==> src/rtl/prog_freq_divider.sv <==
// Runtime-programmable clock divider / clock-enable generator with TOGGLE, PULSE and PWM modes.
// New settings are staged in a shadow register and take effect only at a period boundary.
module prog_freq_divider #(
    parameter int          WIDTH        = 16,
    parameter int unsigned DEFAULT_DIV  = 9,
    parameter int unsigned DEFAULT_DUTY = 5,
    parameter int unsigned DEFAULT_MODE = 0
) (
    input  logic             clk,
    input  logic             rst,
    input  logic             en,
    input  logic             divLoad,
    input  logic [WIDTH-1:0] divIn,
    input  logic [WIDTH-1:0] dutyIn,
    input  logic [1:0]       modeIn,
    output logic             slowClk,
    output logic             tick,
    output logic             pending,
    output logic [WIDTH-1:0] count
);

    localparam logic [1:0] MODE_TOGGLE = 2'd0;
    localparam logic [1:0] MODE_PULSE  = 2'd1;
    localparam logic [1:0] MODE_PWM    = 2'd2;

    // Mode encoding 3 is an alias of PULSE; fold it at capture so compares stay exact.
    function automatic logic [1:0] norm_mode(input logic [1:0] m);
        logic [1:0] r;
        if (m == 2'd3) begin
            r = MODE_PULSE;
        end else begin
            r = m;
        end
        return r;
    endfunction

    localparam logic [WIDTH-1:0] RST_DIV  = WIDTH'(DEFAULT_DIV);
    localparam logic [WIDTH-1:0] RST_DUTY = WIDTH'(DEFAULT_DUTY);
    localparam logic [1:0]       RST_MODE = norm_mode(2'(DEFAULT_MODE));

    logic [WIDTH-1:0] count_q, count_d;
    logic             slow_q, slow_d;
    logic             tick_q, tick_d;
    logic             pending_q, pending_d;
    logic [WIDTH-1:0] div_q, div_d;
    logic [WIDTH-1:0] duty_q, duty_d;
    logic [1:0]       mode_q, mode_d;
    logic [WIDTH-1:0] sh_div_q, sh_div_d;
    logic [WIDTH-1:0] sh_duty_q, sh_duty_d;
    logic [1:0]       sh_mode_q, sh_mode_d;
    logic             wrap_s;
    logic             apply_s;

    // Next-state logic: counter, shadow capture, apply at wrap and output waveform.
    always_comb begin
        wrap_s    = en && (count_q == div_q);
        apply_s   = wrap_s && pending_q;
        count_d   = count_q;
        slow_d    = slow_q;
        tick_d    = 1'b0;
        sh_div_d  = sh_div_q;
        sh_duty_d = sh_duty_q;
        sh_mode_d = sh_mode_q;
        div_d     = div_q;
        duty_d    = duty_q;
        mode_d    = mode_q;

        // A load on the apply edge stages the new value while the old shadow is applied.
        if (divLoad) begin
            sh_div_d  = divIn;
            sh_duty_d = dutyIn;
            sh_mode_d = norm_mode(modeIn);
            pending_d = 1'b1;
        end else if (apply_s) begin
            pending_d = 1'b0;
        end else begin
            pending_d = pending_q;
        end

        if (apply_s) begin
            div_d  = sh_div_q;
            duty_d = sh_duty_q;
            mode_d = sh_mode_q;
        end else begin
            div_d  = div_q;
            duty_d = duty_q;
            mode_d = mode_q;
        end

        if (en) begin
            tick_d = wrap_s;
            if (wrap_s) begin
                count_d = {WIDTH{1'b0}};
            end else begin
                count_d = count_q + WIDTH'(1'b1);
            end

            // On a mode change the output restarts at the new mode's count-0 level.
            if (apply_s && (sh_mode_q != mode_q)) begin
                slow_d = (sh_mode_q == MODE_PWM) && (sh_duty_q != {WIDTH{1'b0}});
            end else begin
                case (mode_d)
                    MODE_TOGGLE: slow_d = wrap_s ? ~slow_q : slow_q;
                    MODE_PWM:    slow_d = (count_d < duty_d);
                    MODE_PULSE:  slow_d = 1'b0;
                    default:     slow_d = 1'b0;
                endcase
            end
        end else begin
            tick_d  = 1'b0;
            count_d = count_q;
            slow_d  = slow_q;
        end
    end

    // State registers with asynchronous active-low reset to the parameter defaults.
    always_ff @(posedge clk or negedge rst) begin
        if (!rst) begin
            count_q   <= {WIDTH{1'b0}};
            slow_q    <= 1'b0;
            tick_q    <= 1'b0;
            pending_q <= 1'b0;
            div_q     <= RST_DIV;
            duty_q    <= RST_DUTY;
            mode_q    <= RST_MODE;
            sh_div_q  <= RST_DIV;
            sh_duty_q <= RST_DUTY;
            sh_mode_q <= RST_MODE;
        end else begin
            count_q   <= count_d;
            slow_q    <= slow_d;
            tick_q    <= tick_d;
            pending_q <= pending_d;
            div_q     <= div_d;
            duty_q    <= duty_d;
            mode_q    <= mode_d;
            sh_div_q  <= sh_div_d;
            sh_duty_q <= sh_duty_d;
            sh_mode_q <= sh_mode_d;
        end
    end

    assign slowClk = slow_q;
    assign tick    = tick_q;
    assign pending = pending_q;
    assign count   = count_q;

endmodule

==> config.mk <==
export PLATFORM = sky130hd
export DESIGN_NAME = prog_freq_divider
export DESIGN_NICKNAME = d
export VERILOG_FILES = /design/src/rtl/prog_freq_divider.sv
export SDC_FILE = /design/constraint.sdc
export NUM_CORES = 1
export LEC_CHECK = 0
export CORE_MARGIN = 2
export CORE_UTILIZATION = 40
export CTS_BUF_LIST = sky130_fd_sc_hd__clkbuf_16
export CTS_CLUSTER_SIZE = 12
export DETAILED_ROUTE_END_ITERATION = 16
export HOLD_SLACK_MARGIN = 0.06
export SETUP_SLACK_MARGIN = 0.5
export SKIP_LAST_GASP = 1
export SYNTH_ARGS = -nofsm -noshare
export SYNTH_HDL_FRONTEND = slang
export SYNTH_SLANG_ARGS = --single-unit
==> constraint.sdc <==
create_clock -name clk -period 6.1 [get_ports clk]
set_input_delay 1.22 -clock clk [delete_from_list [all_inputs] [get_ports clk]]
set_output_delay 1.22 -clock clk [all_outputs]
set_load 0.02 [all_outputs]
==> impl_metrics.tcl <==
set metrics [dict create \
    synth_top_area_cell "dfrtp_1" \
    regArea_um2 2187 \
    wl_per_cell_um 15.04 \
    antenna_cells 0 \
    dieHeight_um 109.4 \
    grt_pass1_vias 3170 \
    start_util_pct 40.99 \
    vias_per_cell 5.099 \
    synth_area_leaders "dfrtp_1, mux2_2, nand2_1, dfstp_2, ha_1" \
    cts_buffers 9 \
    die_w_um 109.4 \
    tritoncts "yes" \
    endpoint_kind "flop" \
    final_cell_mix "dfrtp_1, nand2_1, clkdlybuf4s50_1" \
    path_cells "clkdlybuf4s50_1 -> buf_4 -> nand3_1 -> or3_4 -> mux2i_2 -> ha_1 -> a21oi_1 -> a21oi_1 -> o31a_1 -> a2111oi_0 -> o21ai_1 -> a311oi_1 -> o22a_1" \
    track_usage_pct 17.54 \
    path_class "input port to flop" \
    fin_skew_ns 0.006610 \
    grt_overflow 0 \
    cts_max_level 3 \
    power.switching_uw 439.9 \
    grtUsageMet3_pct 4.268 \
    dr.pass1.iters 4 \
    core_region_area_um2 10840 \
    grt_first_pass_wirelength_um 15840 \
    cts_setup_buffers 0 \
    synth_cells 432 \
    met1_usage_pct 24.30 \
    fmax_mhz 225.0 \
    ys_async_sr_fraction_pct 100.0 \
    outcome "finished clean" \
    layout_commonest_cell "dfrtp_1" \
    cts.clk_slew.worst_paths_ns 0.06 \
    areaGrowthSynthToFinish_pct 20.25 \
    crit_top_cell "a21oi_1" \
    cts-resized-gates 0 \
    synth_area_per_cell_um2 10.28 \
    p_int_mw 1.049 \
    finalSetupTns_ns 0 \
    ys_ff_latch 87 \
    drive_gt1_share_pct 17.15 \
    fin_crit_ns 4.445 \
    cp.required_ns 6.38 \
    crit_family "compound AO/OA/AOI/OAI gates" \
    root_buffer "clkbuf_16" \
    p_comb_share_pct 19.5 \
    grt-busiest-layer "met2" \
    dp_hpwl_um 6770 \
    rows 38 \
    seqPwrFrac_pct 47.1 \
    tightest_slew_ns 1.086 \
    max_cap_violations 0 \
    peakVddDrop_mv 0.1337 \
    final_nets 533 \
    switching_share_pct 29.55 \
    insertion_delay_ns 0.34 \
    ys.flop_type "dfrtp_1" \
    finalHoldViolCount 0 \
    path_max_fanout 38 \
    final-max-slew-violation-count 0 \
    clkSinkCount 87 \
    yosysWarnings 0 \
    ios 57 \
    antenna_found_initial 0 \
    synth-edff-count 0 \
    slowest_stage "or3_4" \
    yosysSeqAreaShare_pct 49.23 \
    multi_input_area_um2 2036 \
    portBuffers 56 \
    cp.buffers_inverters 2 \
    gp_congestion 0.8375 \
    grt_setup_unrepaired "no" \
    remaining_drc_errors 0 \
    postCtsHoldBufs 0 \
    max_slew_margin_pct 27.58 \
    routed_wl_um 9382 \
    nFillCells 1036 \
    netlist_area_um2 4443 \
    synth_nets 486 \
    num_vias 3182 \
    grt_start_max_net_pins 88 \
    arrival_ns 4.73 \
    finalSetupViolCount 0 \
    clockBufferDepth 2 \
    drtIter0Drc 120 \
    startpoint_type "input port" \
    critPathMaxStageDelay_ns 0.65 \
    hold_class "flop to flop" \
    timing.final.crit_share_pct 72.87 \
    p_leak_nw 2.452 \
    die_area_um2 11970 \
    yosysUniqueCellTypes 46 \
    power_density_nw_per_um2 278.6 \
    pwr-share-clk_pct 33.4 \
    fin_util_pct 49.28 \
    drt.antenna.violating_nets 0 \
    met2_usage_pct 27.16 \
    synth_top_area_share_pct 44.49 \
]
Yosys cell counts (4+ instances only):
| library cell | instances |
|---|---|
| o31ai_1 | 7 |
| dfstp_2 | 8 |
| mux2i_2 | 8 |
| nor3_1 | 6 |
| nor2_1 | 21 |
| o21ai_0 | 22 |
| ha_1 | 16 |
| clkbuf_1 | 12 |
| mux2i_1 | 6 |
| nand4_1 | 5 |
| inv_1 | 14 |
| o21ai_1 | 4 |
| nand3_1 | 15 |
| a21oi_1 | 6 |
| and3_1 | 7 |
| mux2_2 | 34 |
| xnor2_1 | 12 |
| buf_2 | 5 |
| nand2_1 | 78 |
| xor2_1 | 17 |
| inv_2 | 8 |
| nor4_1 | 6 |
| dfrtp_1 | 79 |
power groups by stage:
stage / combinational, mW / clock (mW) / sequential (mW)
after floorplan: 0.187 / 0 / 0.695
after global placement: 0.289 / 0 / 0.712
after detailed placement: 0.294 / 0 / 0.712
after CTS: 0.295 / 0.510 / 0.702
after global routing: 0.327 / 0.539 / 0.710
final: 0.291 / 0.497 / 0.701
metrics by stage:
stage	total power, mW	hold WS (ns)	setup WS, ns	cell area (um^2)	instances
3_5_place_dp	1.006	0.4481	1.307	5076	608
5_1_grt	1.577	0.4693	1.401	5343	624
4_1_cts	1.507	0.4578	1.661	5343	624
3_3_place_gp	1.001	0.4472	1.411	5076	608
6_report	1.489	0.4559	1.655	5343	624
2_1_floorplan	0.8823	0.4341	2.299	4443	432
layer usage:
metal	vias up	wire [um]
met3	8	367
met5	-	0
met4	0	108
met1	1547	4545
met2	56	4360
li1	1571	-
worst min-delay path: cells and delay by family (launching register included):
family	cells	cell delay [ns]
DFF	1	0.37
and+or+nand+nor	2	0.08
cell type report:
class | count | share of cell area (%)
repair buffers | 61 | 11.15
clock buffers | 9 | 4.215
clock inverters | 7 | 0.7728
well taps | 140 | 3.279
flip-flops and latches | 87 | 40.94
multi-input cells | 298 | 38.10
inverters | 22 | 1.546
cell families after synthesis:
logic type / after synthesis / synth area share [%]
AO/OA/AOI/OAI: 53 / 7.322
AND/OR/NAND/NOR: 152 / 15.71
flip-flops: 87 / 49.23
multiplexers: 48 / 12.45
XOR/XNOR: 29 / 5.717
buffers and inverters: 47 / 5.069
adder cells (fa/ha/maj): 16 / 4.506
registers in the layout (all words and copies together), names as in the netlist:
register,count
duty_q,16
sh_duty_q,16
pending,1
tick,1
count,16
slowClk,1
div_q,16
sh_mode_q,2
mode_q,2
sh_div_q,16
worst paths after layout:
check | start | endpoint | slack, ns | cells after the start
max | en | slowClk$_DFFE_PN0P_ | 1.66 | 13
min | sh_div_q[3]$_DFFE_PN1P_ | div_q[3]$_DFFE_PN1N_ | 0.46 | 2
max reg2reg | count[2]$_DFFE_PN0P_ | slowClk$_DFFE_PN0P_ | 2.12 | 13
min reg2reg | sh_div_q[3]$_DFFE_PN1P_ | div_q[3]$_DFFE_PN1N_ | 0.46 | 2
max in group asynchronous | rst | duty_q[7]$_DFF_PN0_ | 4.33 | 1
min in group asynchronous | rst | sh_mode_q[0]$_DFFE_PN0P_ | 1.08 | 1
No activity file was read; power rests on OpenSTA's default activity.
